**src/rtl/dmem_arbiter_pkg.sv**
```systemverilog
// Shared types and constants for the data-memory arbiter: state encoding,
// requester IDs and default bus widths.
package dmem_arbiter_pkg;

  localparam int unsigned DEF_DATA_W = 32;
  localparam int unsigned DEF_ADDR_W = 32;

  localparam logic REQ_CPU = 1'b0;
  localparam logic REQ_DMA = 1'b1;

  // State records which requester won the previous cycle.
  typedef enum logic [1:0] {
    IDLE    = 2'd0,
    CPU_ACC = 2'd1,
    DMA_ACC = 2'd2
  } arb_state_e;

endpackage

```
**src/rtl/dmem_arbiter_if.sv**
```systemverilog
// One requester port of the data-memory arbiter: request/command in,
// combinational grant plus registered read return out.
interface dmem_arbiter_if
  import dmem_arbiter_pkg::*;
#(
  parameter int unsigned DATA_W = DEF_DATA_W,
  parameter int unsigned ADDR_W = DEF_ADDR_W
) ();

  logic              req;
  logic              we;
  logic [ADDR_W-1:0] addr;
  logic [DATA_W-1:0] wdata;
  logic              gnt;
  logic              rvalid;
  logic [DATA_W-1:0] rdata;

  modport master (output req, we, addr, wdata, input gnt, rvalid, rdata);
  modport slave  (input req, we, addr, wdata, output gnt, rvalid, rdata);

endinterface

```
**src/rtl/dmem_arbiter_rr_pick2.sv**
```systemverilog
// Two-input arbitration decision: a lone requester wins; on a tie the dma
// keeps the port while its burst is allowed, otherwise the non-last winner wins.
module rr_pick2
  import dmem_arbiter_pkg::*;
(
  input  logic [1:0] req,
  input  logic       last_winner,
  input  logic       lock_ok,
  output logic [1:0] gnt_c
);

  always_comb begin
    gnt_c = req;
    if (req[REQ_CPU] && req[REQ_DMA]) begin
      gnt_c = 2'b00;
      if (lock_ok || (last_winner == REQ_CPU)) begin
        gnt_c[REQ_DMA] = 1'b1;
      end else begin
        gnt_c[REQ_CPU] = 1'b1;
      end
    end
  end

endmodule

```
**src/rtl/dmem_arbiter.sv**
```systemverilog
// Shares a single-port data memory between the MEM stage (cpu) and a DMA
// port: one grant per cycle, range-checked memory drive, 1-cycle read return.
module dmem_arbiter
  import dmem_arbiter_pkg::*;
#(
  parameter int unsigned DATA_W    = DEF_DATA_W,
  parameter int unsigned ADDR_W    = DEF_ADDR_W,
  parameter int unsigned DEPTH     = 8,
  parameter int unsigned BURST_MAX = 4
) (
  input  logic              clk,
  input  logic              reset,
  dmem_arbiter_if.slave     cpu,
  dmem_arbiter_if.slave     dma,
  input  logic              dma_lock,
  output logic [ADDR_W-1:0] mem_addr,
  output logic [DATA_W-1:0] mem_wd,
  output logic              mem_we,
  input  logic [DATA_W-1:0] mem_rd,
  output logic              addr_err
);

  localparam int unsigned CNT_W = $clog2(BURST_MAX + 1);

  arb_state_e       state, state_nxt;
  logic             last_winner, last_winner_nxt;
  logic [CNT_W-1:0] burst_cnt, burst_cnt_nxt;

  logic [1:0]        req_vec;
  logic [1:0]        pick;
  logic              lock_ok;
  logic              cpu_win, dma_win;
  logic              win_we, win_in_range;
  logic [ADDR_W-1:0] win_addr;

  assign req_vec[REQ_CPU] = cpu.req;
  assign req_vec[REQ_DMA] = dma.req;

  assign lock_ok = (state == DMA_ACC) && dma_lock && (burst_cnt < CNT_W'(BURST_MAX));

  rr_pick2 u_pick (
    .req         (req_vec),
    .last_winner (last_winner),
    .lock_ok     (lock_ok),
    .gnt_c       (pick)
  );

  assign cpu_win = pick[REQ_CPU] & ~reset;
  assign dma_win = pick[REQ_DMA] & ~reset;
  assign cpu.gnt = cpu_win;
  assign dma.gnt = dma_win;

  // With no winner the memory bus idles on the cpu inputs.
  assign win_addr     = dma_win ? dma.addr : cpu.addr;
  assign win_we       = (cpu_win & cpu.we) | (dma_win & dma.we);
  assign win_in_range = (win_addr < ADDR_W'(DEPTH));
  assign mem_addr     = win_addr;
  assign mem_wd       = dma_win ? dma.wdata : cpu.wdata;
  assign mem_we       = win_we & win_in_range & ~reset;

  always_ff @(posedge clk) begin
    if (reset) begin
      state       <= IDLE;
      last_winner <= REQ_DMA;
      burst_cnt   <= '0;
    end else begin
      state       <= state_nxt;
      last_winner <= last_winner_nxt;
      burst_cnt   <= burst_cnt_nxt;
    end
  end

  // Burst count tracks dma grants taken while the cpu is waiting.
  always_comb begin
    state_nxt       = IDLE;
    last_winner_nxt = last_winner;
    burst_cnt_nxt   = burst_cnt;
    if (cpu_win) begin
      state_nxt       = CPU_ACC;
      last_winner_nxt = REQ_CPU;
    end else if (dma_win) begin
      state_nxt       = DMA_ACC;
      last_winner_nxt = REQ_DMA;
    end
    if (!cpu.req || cpu_win) begin
      burst_cnt_nxt = '0;
    end else if (dma_win && (burst_cnt < CNT_W'(BURST_MAX))) begin
      burst_cnt_nxt = burst_cnt + CNT_W'(1);
    end
  end

  always_ff @(posedge clk) begin
    if (reset) begin
      cpu.rvalid <= 1'b0;
      dma.rvalid <= 1'b0;
      cpu.rdata  <= '0;
      dma.rdata  <= '0;
      addr_err   <= 1'b0;
    end else begin
      cpu.rvalid <= cpu_win & ~cpu.we;
      dma.rvalid <= dma_win & ~dma.we;
      addr_err   <= (cpu_win | dma_win) & ~win_in_range;
      if (cpu_win && !cpu.we) begin
        cpu.rdata <= win_in_range ? mem_rd : '0;
      end
      if (dma_win && !dma.we) begin
        dma.rdata <= win_in_range ? mem_rd : '0;
      end
    end
  end

endmodule

```
**src/flat_wrapper.sv**
```systemverilog
// flat-port wrapper written by rule: the top's interface ports become plain ports
module dmem_arbiter_flat import dmem_arbiter_pkg::*;
#(
  parameter int unsigned DATA_W    = DEF_DATA_W,
  parameter int unsigned ADDR_W    = DEF_ADDR_W,
  parameter int unsigned DEPTH     = 8,
  parameter int unsigned BURST_MAX = 4
)
  (clk, reset, dma_lock, mem_addr, mem_wd, mem_we, mem_rd, addr_err, cpu_req, cpu_we, cpu_addr, cpu_wdata, cpu_gnt, cpu_rvalid, cpu_rdata, dma_req, dma_we, dma_addr, dma_wdata, dma_gnt, dma_rvalid, dma_rdata);
  dmem_arbiter_if #(.DATA_W(DATA_W), .ADDR_W(ADDR_W)) cpu_i ();
  dmem_arbiter_if #(.DATA_W(DATA_W), .ADDR_W(ADDR_W)) dma_i ();
  input  logic clk;
  input  logic reset;
  input  logic dma_lock;
  output logic [ADDR_W-1:0] mem_addr;
  output logic [DATA_W-1:0] mem_wd;
  output logic mem_we;
  input  logic [DATA_W-1:0] mem_rd;
  output logic addr_err;
  input wire logic [$bits(cpu_i.req)-1:0] cpu_req;
  input wire logic [$bits(cpu_i.we)-1:0] cpu_we;
  input wire logic [$bits(cpu_i.addr)-1:0] cpu_addr;
  input wire logic [$bits(cpu_i.wdata)-1:0] cpu_wdata;
  output wire logic [$bits(cpu_i.gnt)-1:0] cpu_gnt;
  output wire logic [$bits(cpu_i.rvalid)-1:0] cpu_rvalid;
  output wire logic [$bits(cpu_i.rdata)-1:0] cpu_rdata;
  input wire logic [$bits(dma_i.req)-1:0] dma_req;
  input wire logic [$bits(dma_i.we)-1:0] dma_we;
  input wire logic [$bits(dma_i.addr)-1:0] dma_addr;
  input wire logic [$bits(dma_i.wdata)-1:0] dma_wdata;
  output wire logic [$bits(dma_i.gnt)-1:0] dma_gnt;
  output wire logic [$bits(dma_i.rvalid)-1:0] dma_rvalid;
  output wire logic [$bits(dma_i.rdata)-1:0] dma_rdata;
  assign cpu_i.req = cpu_req;
  assign cpu_i.we = cpu_we;
  assign cpu_i.addr = cpu_addr;
  assign cpu_i.wdata = cpu_wdata;
  assign cpu_gnt = cpu_i.gnt;
  assign cpu_rvalid = cpu_i.rvalid;
  assign cpu_rdata = cpu_i.rdata;
  assign dma_i.req = dma_req;
  assign dma_i.we = dma_we;
  assign dma_i.addr = dma_addr;
  assign dma_i.wdata = dma_wdata;
  assign dma_gnt = dma_i.gnt;
  assign dma_rvalid = dma_i.rvalid;
  assign dma_rdata = dma_i.rdata;
  dmem_arbiter #(.DATA_W(DATA_W), .ADDR_W(ADDR_W), .DEPTH(DEPTH), .BURST_MAX(BURST_MAX)) u_core (.clk(clk), .reset(reset), .cpu(cpu_i), .dma(dma_i), .dma_lock(dma_lock), .mem_addr(mem_addr), .mem_wd(mem_wd), .mem_we(mem_we), .mem_rd(mem_rd), .addr_err(addr_err));
endmodule
```
**config.mk**
```make
export PLATFORM = sky130hd
export DESIGN_NAME = dmem_arbiter_flat
export DESIGN_NICKNAME = d
export VERILOG_FILES = /design/src/rtl/dmem_arbiter_pkg.sv /design/src/rtl/dmem_arbiter_if.sv /design/src/rtl/dmem_arbiter_rr_pick2.sv /design/src/rtl/dmem_arbiter.sv /design/src/flat_wrapper.sv
export SDC_FILE = /design/constraint.sdc
export NUM_CORES = 1
export LEC_CHECK = 0
export CORE_AREA = 8 8 110 112
export DETAILED_ROUTE_END_ITERATION = 8
export DIE_AREA = 0 0 118 120
export DONT_BUFFER_PORTS = 1
export MAX_ROUTING_LAYER = met4
export PLACE_DENSITY = 0.53
export SLEW_MARGIN = 20
export SYNTH_ARGS = -nofsm -noshare
export SYNTH_HDL_FRONTEND = slang
export SYNTH_SLANG_ARGS = --single-unit
export TNS_END_PERCENT = 10
```
**constraint.sdc**
```tcl
create_clock -name clk -period 1.8 [get_ports clk]
set_clock_uncertainty 0.15 [all_clocks]
set_input_delay 0.27 -clock clk [delete_from_list [all_inputs] [get_ports clk]]
set_output_delay 0.27 -clock clk [all_outputs]
set_load 0.005 [all_outputs]
```
==> reports/qor.yml, run 1 <==
ys_seq_area_frac: 0.441
diodes: 0
synthesis.area_um2: 3310
crit_path_max_incr_delay_ps: 350
fin_area_um2: 4210
top_layer: "met4"
drt_iter0_markers: 292
yosys_warnings: 0
setup_ws_ps: -260
cts_tree: "done"
fin_crit_sh: 1.14
die_y_um: 120
yosysTopAreaCellShare: 0.441
synth_nets: 584
clkSinkCount: 73
power.density_nw_per_um2: 772
antenna_found_initial: 0
place_inst: 545
path_delay_family: "simple AND/OR/NAND/NOR gates"
nNetsFinal: 622
wl_mm: 13.0
critPathRequiredTime_ps: 1380
cts_root_buf: "clkbuf_8"
r2r_start: "u_core.state[0]"
grt_util_all_layers: 0.174
cp-start-kind: "register"
overflow: 0
yosys.area.top_type: "dfxtp_1"
ys_top_cells_by_area: "dfxtp_1, nand2_1, a22o_1"
drc_errors: 0
min_path_type: "in2reg"
path_cells: "and4bb_4 -> o21ai_4 -> buf_6 -> nor4_4 -> a41o_1"
met2WireLength_mm: 6.55
drv_slew: 0
hpwl_mm: 10.1
vias: 3250
critical_path.max_fanout: 5
die_width_um: 118
status: "complete, but fails checks"
avgViaCountPerCell: 5.43
crit_start: "u_core.state[0]"
peakVddDrop_uv: 391
fmax_mhz: 485
wl_met3_mm: 1.21
yosys_most_used_dff: "dfxtp_1"
io_buffers: 0
clock_latency_ps: 330
syn2layout_area_growth_pct: 27.1
crit_end: "mem_we"
cap_violations: 0
worst_slew_pin_slew_ps: 348
grt_pass1_vias: 3288
synth_seq_cells: 73
rsz0062_at_grt: "true"
async_flop_share: 0
initial_core_util: 0.315
worst-path-stages: 5
reg2reg_setup_slack_ps: -40
htreeDepth: 3
slowest_stage: "and4bb_4"
numCtsBuffers: 9
synth-edff-count: 0
crit_path_end_kind: "primary output"
layout.cells.non_filler: 599
violations: "negative setup slack"
dieArea_um2: 14200
syn_area_per_cell_um2: 7.97
timing.critical_path.buf_inv: 1
wl_met1_mm: 5.17
grt_max_degree: 54
synth_common_cells: "nand2_1, dfxtp_1, a22o_1"
clock_path_buffers: 2
path_clk_slew_ps: 70
cp.arrival_ps: 1640
core-area_um2: 10500
yosysUniqueCellTypes: 31
fin_crit_ps: 2060
layout-drive-gt1-share: 0.153
syn_inst: 416
place.gp.congestion: 0.859
num_io_pins: 301
setup_viol: 99
crit_type: "reg2out"
first_pass_iters: 5
wl_per_cell_um: 21.8
num_rows: 38
grt_pass1_wl_mm: 19.6
power.leakage_nw: 1.85
r2r_cells: 6
worstReg2RegEnd: "u_core.dma.rdata[4]"
yosysMostFrequentCell: "nand2_1"
antenna_left: 0
holdWs_ps: 46.0
place_ws_ps: -104
finalHoldViolCount: 0
place_area_um2: 3530
slew-limit-headroom: 0.766
postLayoutCoreUtil: 0.401
==> layout by cell type, fill, tap and decap left out, types with 4 or more instances in the layout <==
cell	Yosys	final
nand2_1	194	169
dfxtp_1	73	71
a22o_1	64	64
dlygate4sd3_1	0	37
nand2_2	0	25
nor4_1	12	11
clkbuf_8	0	11
nor2_1	7	7
buf_4	0	7
buf_12	0	6
inv_1	4	4
nand4_1	4	4
==> final cells by class <==
cell class	count	area, µm²
fillers	1032	6290
multi-input cells	311	1770
flip-flops and latches	73	1460
repair buffers	54	606
well taps	140	175
clock buffers	12	155
clock inverters	4	27.5
inverters	5	18.8
==> cell families after synthesis <==
| family | after synthesis | synth area share |
|---|---|---|
| flops | 73 | 0.441 |
| buf+inv | 32 | 0.0532 |
| fa+ha+maj | 1 | 0.00377 |
| compound gates | 79 | 0.204 |
| simple gates | 231 | 0.298 |
==> tightest hold or removal path, delay by kind of cell <==
family	cells	cell delay (ps)
simple gates	3	210
==> flip-flops by register name, indices dropped and copies added, names as in the netlist <==
name                flops
u_core.cpu.rdata       32
u_core.last_winner      1
u_core.addr_err         1
u_core.state            2
u_core.burst_cnt        3
u_core.dma.rvalid       1
u_core.dma.rdata       32
u_core.cpu.rvalid       1
==> stage by stage <==
stage,power [mW],TNS [ps]
global placement,2.00,-1480
CTS,3.28,-16280
floorplan,1.91,0
global route,3.40,-22350
detailed placement,2.00,-2250
finish,3.25,-14870
==> power by group <==
group          total, mW  internal (mW)  switching (mW)
Combinational      0.454          0.183           0.271
Clock               1.17          0.577           0.595
Sequential          1.63           1.62         0.00549
==> worst min path at each step <==
stage / start / end / depth (start not counted)
floorplan: reset / u_core.addr_err / 1
global placement: dma_we / u_core.dma.rvalid / 1
detailed placement: dma_we / u_core.dma.rvalid / 1
CTS: cpu_we / u_core.cpu.rvalid / 3
global route: cpu_we / u_core.cpu.rvalid / 3
finish: cpu_we / u_core.cpu.rvalid / 3
==> metal layers <==
| metal | up-vias | global-route usage |
|---|---|---|
| li1 | 1508 | - |
| met2 | 206 | 0.295 |
| met1 | 1528 | 0.195 |
| met4 | 0 | 0.0344 |
| met3 | 8 | 0.0643 |
| met5 | - | - |
==> what timing repair did <==
action | 4_1_cts | 5_1_grt
pin swaps | 3 | 6
buffers inserted | 0 | 0
endpoints found under the hold margin | 71 | 0
cloned | 0 | 1
gates resized for setup | 30 | 6
hold buffers | 37 | 0
setup endpoints to repair | 86 | 100
Power figures use the tool's default switching activity.
==> run 2, diff against run 1 <==
--- a/config.mk
+++ b/config.mk
@@ -9,7 +9,6 @@
 export DETAILED_ROUTE_END_ITERATION = 8
 export DIE_AREA = 0 0 118 120
 export DONT_BUFFER_PORTS = 1
-export MAX_ROUTING_LAYER = met4
 export PLACE_DENSITY = 0.53
 export SLEW_MARGIN = 20
 export SYNTH_ARGS = -nofsm -noshare
==> run 2 against run 1 <==
Net effect: the flow still finishes with violations (negative setup slack); sequential power barely moved; first-iteration DRC count fell by 14%; non-clock buffer count did not move; sequential share of layout area barely moved; critical path depth did not move; worst setup slack got worse by 9.6 ps; global-route usage fell by 0.52 points; die area did not move; final cell count did not move; core utilization barely moved; clock power barely moved; combinational power barely moved; critical endpoint unchanged.
==> reports/qor.yml, run 2 (synthesized netlist as in run 1, its figures left out) <==
status: "complete, but fails checks"  # unchanged
violations: "negative setup slack"  # unchanged
fmax_mhz: 483  # was 485 MHz
clock_path_buffers: 2  # unchanged
cap_violations: 0  # unchanged
largestRegisters: "u_core.cpu.rdata: 32 flops, u_core.dma.rdata: 32 flops, u_core.burst_cnt: 3 flops"  # unchanged
finalHoldViolCount: 0  # unchanged
path_delay_family: "compound AO/OA/AOI/OAI gates"  # was simple AND/OR/NAND/NOR gates
wl_mm: 13.0  # about the same
dieArea_um2: 14200  # unchanged
rsz0062_at_grt: "true"  # unchanged
most-common-layout-cells: "nand2_1, dfxtp_1, a22o_1"  # unchanged
drt_iter0_markers: 251  # was 292
num_rows: 38  # unchanged
cp.arrival_ps: 1650  # was 1640 ps
antenna_left: 0  # unchanged
layout.cells.non_filler: 599  # unchanged
overflow: 0  # unchanged
syn2layout_area_growth_pct: 27.0  # was 27.1%
num-fill-cells: 1033  # was 1032
totalNegativeSetupSlack_ps: -14620  # was -14870 ps
drc_errors: 0  # unchanged
crit_path_end_kind: "primary output"  # unchanged
grt_max_degree: 54  # unchanged
setup_viol: 99  # unchanged
htreeDepth: 3  # unchanged
nNetsFinal: 622  # unchanged
place_ws_ps: -104  # unchanged
critPathRequiredTime_ps: 1380  # about the same
layout-drive-gt1-share: 0.155  # was 0.153
path_clk_slew_ps: 70  # about the same
worst_slew_pin_slew_ps: 352  # was 348 ps
place.gp.congestion: 0.845  # was 0.859
hold_depth: 3  # unchanged
crit_type: "reg2out"  # unchanged
slew-limit-headroom: 0.763  # was 0.766
peakVddDrop_uv: 390  # was 391 µV
r2r_start: "u_core.state[0]"  # unchanged
final_common_cell: "nand2_1"  # unchanged
min_path_type: "in2reg"  # unchanged
num_io_pins: 301  # unchanged
path_cells: "and4bb_4 -> o21ai_4 -> buf_4 -> buf_6 -> a41o_1"  # was and4bb_4 -> o21ai_4 -> buf_6 -> nor4_4 -> a41o_1
fin_crit_sh: 1.15  # was 1.14
first_pass_iters: 5  # unchanged
holdWs_ps: 45.6  # was 46.0 ps
vias: 3241  # was 3250
r2r_cells: 6  # unchanged
avgViaCountPerCell: 5.41  # was 5.43
grt_pass1_wl_mm: 19.6  # about the same
timing.critical_path.buf_inv: 2  # was 1
numCtsBuffers: 9  # unchanged
power.leakage_nw: 1.85  # about the same
place_inst: 545  # unchanged
cts_root_buf: "clkbuf_8"  # unchanged
initial_core_util: 0.315  # unchanged
wl_per_cell_um: 21.8  # about the same
reg2reg_setup_slack_ps: -30  # was -40 ps
cts_tree: "done"  # unchanged
worstReg2RegEnd: "u_core.dma.rdata[4]"  # unchanged
io_buffers: 0  # unchanged
die_width_um: 118  # unchanged
core-area_um2: 10500  # unchanged
crit_path_max_incr_delay_ps: 330  # was 350 ps
diodes: 0  # unchanged
clock_latency_ps: 330  # about the same
hpwl_mm: 10.1  # unchanged
power.density_nw_per_um2: 773  # was 772 nW/µm²
die_y_um: 120  # unchanged
min_to: "u_core.cpu.rvalid"  # unchanged
setup_ws_ps: -270  # was -260 ps
fin_crit_ps: 2070  # was 2060 ps
clkSinkCount: 73  # unchanged
hp-start: "cpu_we"  # unchanged
cp-start-kind: "register"  # unchanged
critical_path.max_fanout: 12  # was 5
drv_slew: 0  # unchanged
slowest_stage: "dfxtp_1"  # was and4bb_4
grt_pass1_vias: 3297  # was 3288
grt_util_all_layers: 0.169  # was 0.174
antenna_found_initial: 0  # unchanged
==> run 2: how the worst max path moves through the flow <==
| stage | endpoint | cells past startpoint | slack, ps | from |
|---|---|---|---|---|
| floorplan | mem_addr[0] | 7 | 30 | u_core.burst_cnt[2] |
| global placement | mem_we | 5 | -70 | cpu_addr[28] |
| detailed placement | mem_wd[3] | 5 | -100 | u_core.state[0] |
| CTS | mem_wd[8] | 6 | -310 | u_core.state[0] |
| global route | mem_we | 5 | -350 | u_core.state[0] |
| finish | mem_we | 5 | -270 | u_core.state[0] |
==> run 2: repair_timing <==
item,in CTS,in global routing
hold buffers,37,0
resized for setup,30,5
setup buffers,0,0
setup endpoints to repair,86,100
pin swaps,3,8
cloned,0,1
endpoints found under the hold margin,71,0
==> run 2: per-layer routing <==
layer  global-route usage  up-vias  wire (µm)
met3               0.0770        8       1430
met2                0.295      202       6550
met5                    0        -          0
met1                0.186     1524       4950
li1                     -     1507          -
met4               0.0344        0        107
==> run 2: final cells by class <==
cell class	count	area, µm²	share of cell area
Clock inverter	4	27.5	0.00654
Tap cell	140	175	0.0416
Sequential cell	73	1460	0.348
Multi-Input combinational cell	311	1770	0.421
Clock buffer	12	155	0.0369
Timing Repair Buffer	54	598	0.142
Inverter	5	18.8	0.00446
==> run 2: worst reg2reg max path: stages (launching register included) <==
cell and delay (ps):
dfxtp_1 310, and4bb_4 350, o21ai_4 90, buf_4 180, nor4_4 300, buf_12 230, a22o_1 180
==> run 2: metrics by stage <==
step                total power, mW  cell area [µm²]   util
global placement               2.00             3530  0.336
global route                   3.40             4210  0.401
finish                         3.25             4210  0.401
CTS                            3.28             4170  0.396
detailed placement             2.00             3530  0.336
floorplan                      1.91             3320      -
==> run 2: where the power goes <==
group	internal (mW)	switching, mW	leakage (nW)
Clock	0.577	0.594	0.0963
Combinational	0.182	0.273	1.16
Sequential	1.62	0.00545	0.589
Total	2.38	0.872	1.85
==> run 3, diff against run 2 <==
--- a/config.mk
+++ b/config.mk
@@ -13,5 +13,6 @@
 export SLEW_MARGIN = 20
 export SYNTH_ARGS = -nofsm -noshare
 export SYNTH_HDL_FRONTEND = slang
+export SYNTH_HIERARCHICAL = 1
 export SYNTH_SLANG_ARGS = --single-unit
 export TNS_END_PERCENT = 10
==> run 3 against run 2 <==
Net effect: the run still ends with negative setup slack left; flip-flop and latch count unchanged; final cell count increased by 1.8%; register-to-register slack got worse by 700 ps; critical path type unchanged; largest power group unchanged.
==> reports/qor.yml, run 3 <==
setup_viol: 135  # was 99
grt_pass1_vias: 3377  # was 3297
power_frac_comb: 0.144  # was 0.140
async_flop_share: 0  # unchanged
ys_seq_area_frac: 0.440  # was 0.441
synth-edff-count: 0  # unchanged
synth_seq_cells: 73  # unchanged
min_path_type: "in2reg"  # unchanged
ys_top_cells_by_area: "dfxtp_1, nand2_1, a32o_1"  # was dfxtp_1, nand2_1, a22o_1
drv_slew: 0  # unchanged
wl_met1_mm: 5.20  # was 4.95 mm
htreeDepth: 3  # unchanged
multi_input_area_um2: 1750  # was 1770 µm²
setup_ws_ps: -981  # was -270 ps
synthesis.area_um2: 3320  # was 3310 µm²
num_rows: 38  # unchanged
path_clk_slew_ps: 70  # about the same
clock_latency_ps: 330  # about the same
postLayoutCoreUtil: 0.418  # was 0.401
hpwl_mm: 11.2  # was 10.1 mm
fmax_mhz: 360  # was 483 MHz
diodes: 0  # unchanged
fin_crit_sh: 1.54  # was 1.15
yosys_most_used_dff: "dfxtp_1"  # unchanged
yosysTopAreaCellShare: 0.440  # was 0.441
syn2layout_area_growth_pct: 32.4  # was 27.0%
initial_core_util: 0.316  # was 0.315
overflow: 0  # unchanged
power.density_nw_per_um2: 778  # was 773 nW/µm²
antenna_found_initial: 0  # unchanged
nNetsFinal: 633  # was 622
yosysMostFrequentCell: "nand2_1"  # unchanged
power.leakage_nw: 1.94  # was 1.85 nW
regArea_um2: 1460  # unchanged
yosys_warnings: 6  # was 0
drt_iter0_markers: 288  # was 251
place_inst: 551  # was 545
wl_mm: 14.4  # was 13.0 mm
clock_path_buffers: 2  # unchanged
critPathRequiredTime_ps: 1380  # about the same
crit_path_end_kind: "primary output"  # unchanged
yosysUniqueCellTypes: 34  # was 31
vias: 3316  # was 3241
grt_max_degree: 34  # was 54
fin_crit_ps: 2780  # was 2070 ps
wl_met3_mm: 1.62  # was 1.43 mm
cp.arrival_ps: 2360  # was 1650 ps
core-area_um2: 10500  # unchanged
numCtsBuffers: 9  # unchanged
most-common-layout-cells: "nand2_1, dfxtp_1, dlygate4sd3_1"  # was nand2_1, dfxtp_1, a22o_1
finalHoldViolCount: 0  # unchanged
met2WireLength_mm: 7.16  # was 6.55 mm
peakVddDrop_uv: 486  # was 390 µV
swShare: 0.267  # was 0.268
place.gp.congestion: 0.872  # was 0.845
pwr-share-clk: 0.380  # was 0.360
yosys.area.top_type: "dfxtp_1"  # unchanged
seq_power_share: 0.476  # was 0.500
internal_power_mw: 2.51  # was 2.38 mW
largestRegisters: "u_core/cpu.rdata: 32 flops, u_core/dma.rdata: 32 flops, u_core/burst_cnt: 3 flops"  # was u_core.cpu.rdata: 32 flops, u_core.dma.rdata: 32 flops, u_core.burst_cnt: 3 flops
grt_util_all_layers: 0.186  # was 0.169
synth_nets: 583  # was 584
layout-drive-gt1-share: 0.155  # about the same
num_io_pins: 301  # unchanged
first_pass_iters: 5  # unchanged
finalPower_mw: 3.42  # was 3.25 mW
cp-start-kind: "register"  # unchanged
die_width_um: 118  # unchanged
avgViaCountPerCell: 5.44  # was 5.41
clkSinkCount: 73  # unchanged
violations: "negative setup slack"  # unchanged
dieArea_um2: 14200  # unchanged
grt_pass1_wl_mm: 20.8  # was 19.6 mm
syn_inst: 415  # was 416
cts_root_buf: "clkbuf_8"  # unchanged
critical_path.max_fanout: 8  # was 12
antenna_left: 0  # unchanged
layout.cells.non_filler: 610  # was 599
wl_per_cell_um: 23.7  # was 21.8 µm
die_y_um: 120  # unchanged
final_common_cell: "nand2_1"  # unchanged
top_layer: "met4"  # unchanged
synth_common_cells: "nand2_1, dfxtp_1, a22o_1, a32o_1, clkbuf_1"  # was nand2_1, dfxtp_1, a22o_1
crit_type: "reg2out"  # unchanged
cap_violations: 0  # unchanged
switchingPower_uw: 913  # was 872 µW
io_buffers: 0  # unchanged
slew-limit-headroom: 0.733  # was 0.763
syn_area_per_cell_um2: 8.00  # was 7.97 µm²
status: "complete, but fails checks"  # unchanged
worst_slew_pin_slew_ps: 397  # was 352 ps
drc_errors: 0  # unchanged
num-fill-cells: 1053  # was 1033
rsz0062_at_grt: "true"  # unchanged
cts_tree: "done"  # unchanged
## run 3: layout make-up
type,instances,area share
inverter,4,0.00456
multi-input combinational,308,0.399
sequential,73,0.333
clock buffer,10,0.0313
tap,140,0.0399
timing repair buffer,69,0.178
clock inverter,6,0.0148
## run 3: path summary, 6_finish.rpt
path / from / end / slack [ps] / cells after the start
worst min-delay path: cpu_we / u_core/cpu.rvalid / 50 / 2
worst max-delay path: u_core/state[1] / mem_we / -980 / 11
worst min register to register: u_core/burst_cnt[1] / u_core/burst_cnt[1] / 340 / 2
worst max register to register: u_core/burst_cnt[2] / u_core/cpu.rdata[30] / -730 / 12
## run 3: logic make-up (layout without fill, tap and decap cells)
group / after synthesis / count (layout) / share of synthesized area
adder cells (fa/ha/maj): 1 / 1 / 0.00377
flip-flops: 73 / 73 / 0.440
AND/OR/NAND/NOR: 231 / 231 / 0.302
AO/OA/AOI/OAI: 74 / 74 / 0.200
XOR/XNOR: 1 / 1 / 0.00264
multiplexers: 1 / 1 / 0.00339
buffers and inverters: 34 / 89 / 0.0475
## run 3: repair_timing
item | 4_1_cts | 5_1_grt
gates cloned | 2 | 2
resized for setup | 14 | 6
endpoints found under the hold margin | 69 | 0
endpoints found under the setup margin | 136 | 137
buffers inserted | 2 | 2
hold buffers | 35 | 0
pin swaps | 13 | 17
## run 3: worst max-delay path, cell delays in order (launching register included)
cell      delay [ps]
dfxtp_1          300
nor4bb_2         160
nand2b_4         140
o21a_1           200
nand2b_4         160
inv_6             80
buf_4            150
nor4_4           210
a21oi_2          100
nor3_4           210
nor3b_2          180
buf_4            140
## run 3: per-layer routing
layer	vias up	GRT usage
met5	-	0
met4	0	0.0801
met3	29	0.0874
met2	208	0.330
met1	1541	0.185
li1	1538	-
## run 3: metrics by stage
| stage | instance area (µm²) | worst slack, ps | hold WS [ps] | TNS [ps] |
|---|---|---|---|---|
| after floorplan | 3350 | -677 | 216 | -50300 |
| after global placement | 3640 | -694 | 230 | -64410 |
| after detailed placement | 3640 | -721 | 239 | -71020 |
| after CTS | 4310 | -1080 | 36.8 | -85160 |
| after global routing | 4390 | -1190 | 43.0 | -107210 |
| final | 4390 | -981 | 45.7 | -84830 |
## run 3: power by group through the flow
stage | logic [mW] | clock network, mW | registers (mW)
2_1_floorplan | 0.247 | 0 | 1.66
3_3_place_gp | 0.373 | 0 | 1.67
3_5_place_dp | 0.377 | 0 | 1.67
4_1_cts | 0.495 | 1.35 | 1.63
5_1_grt | 0.528 | 1.41 | 1.63
6_report | 0.491 | 1.30 | 1.63
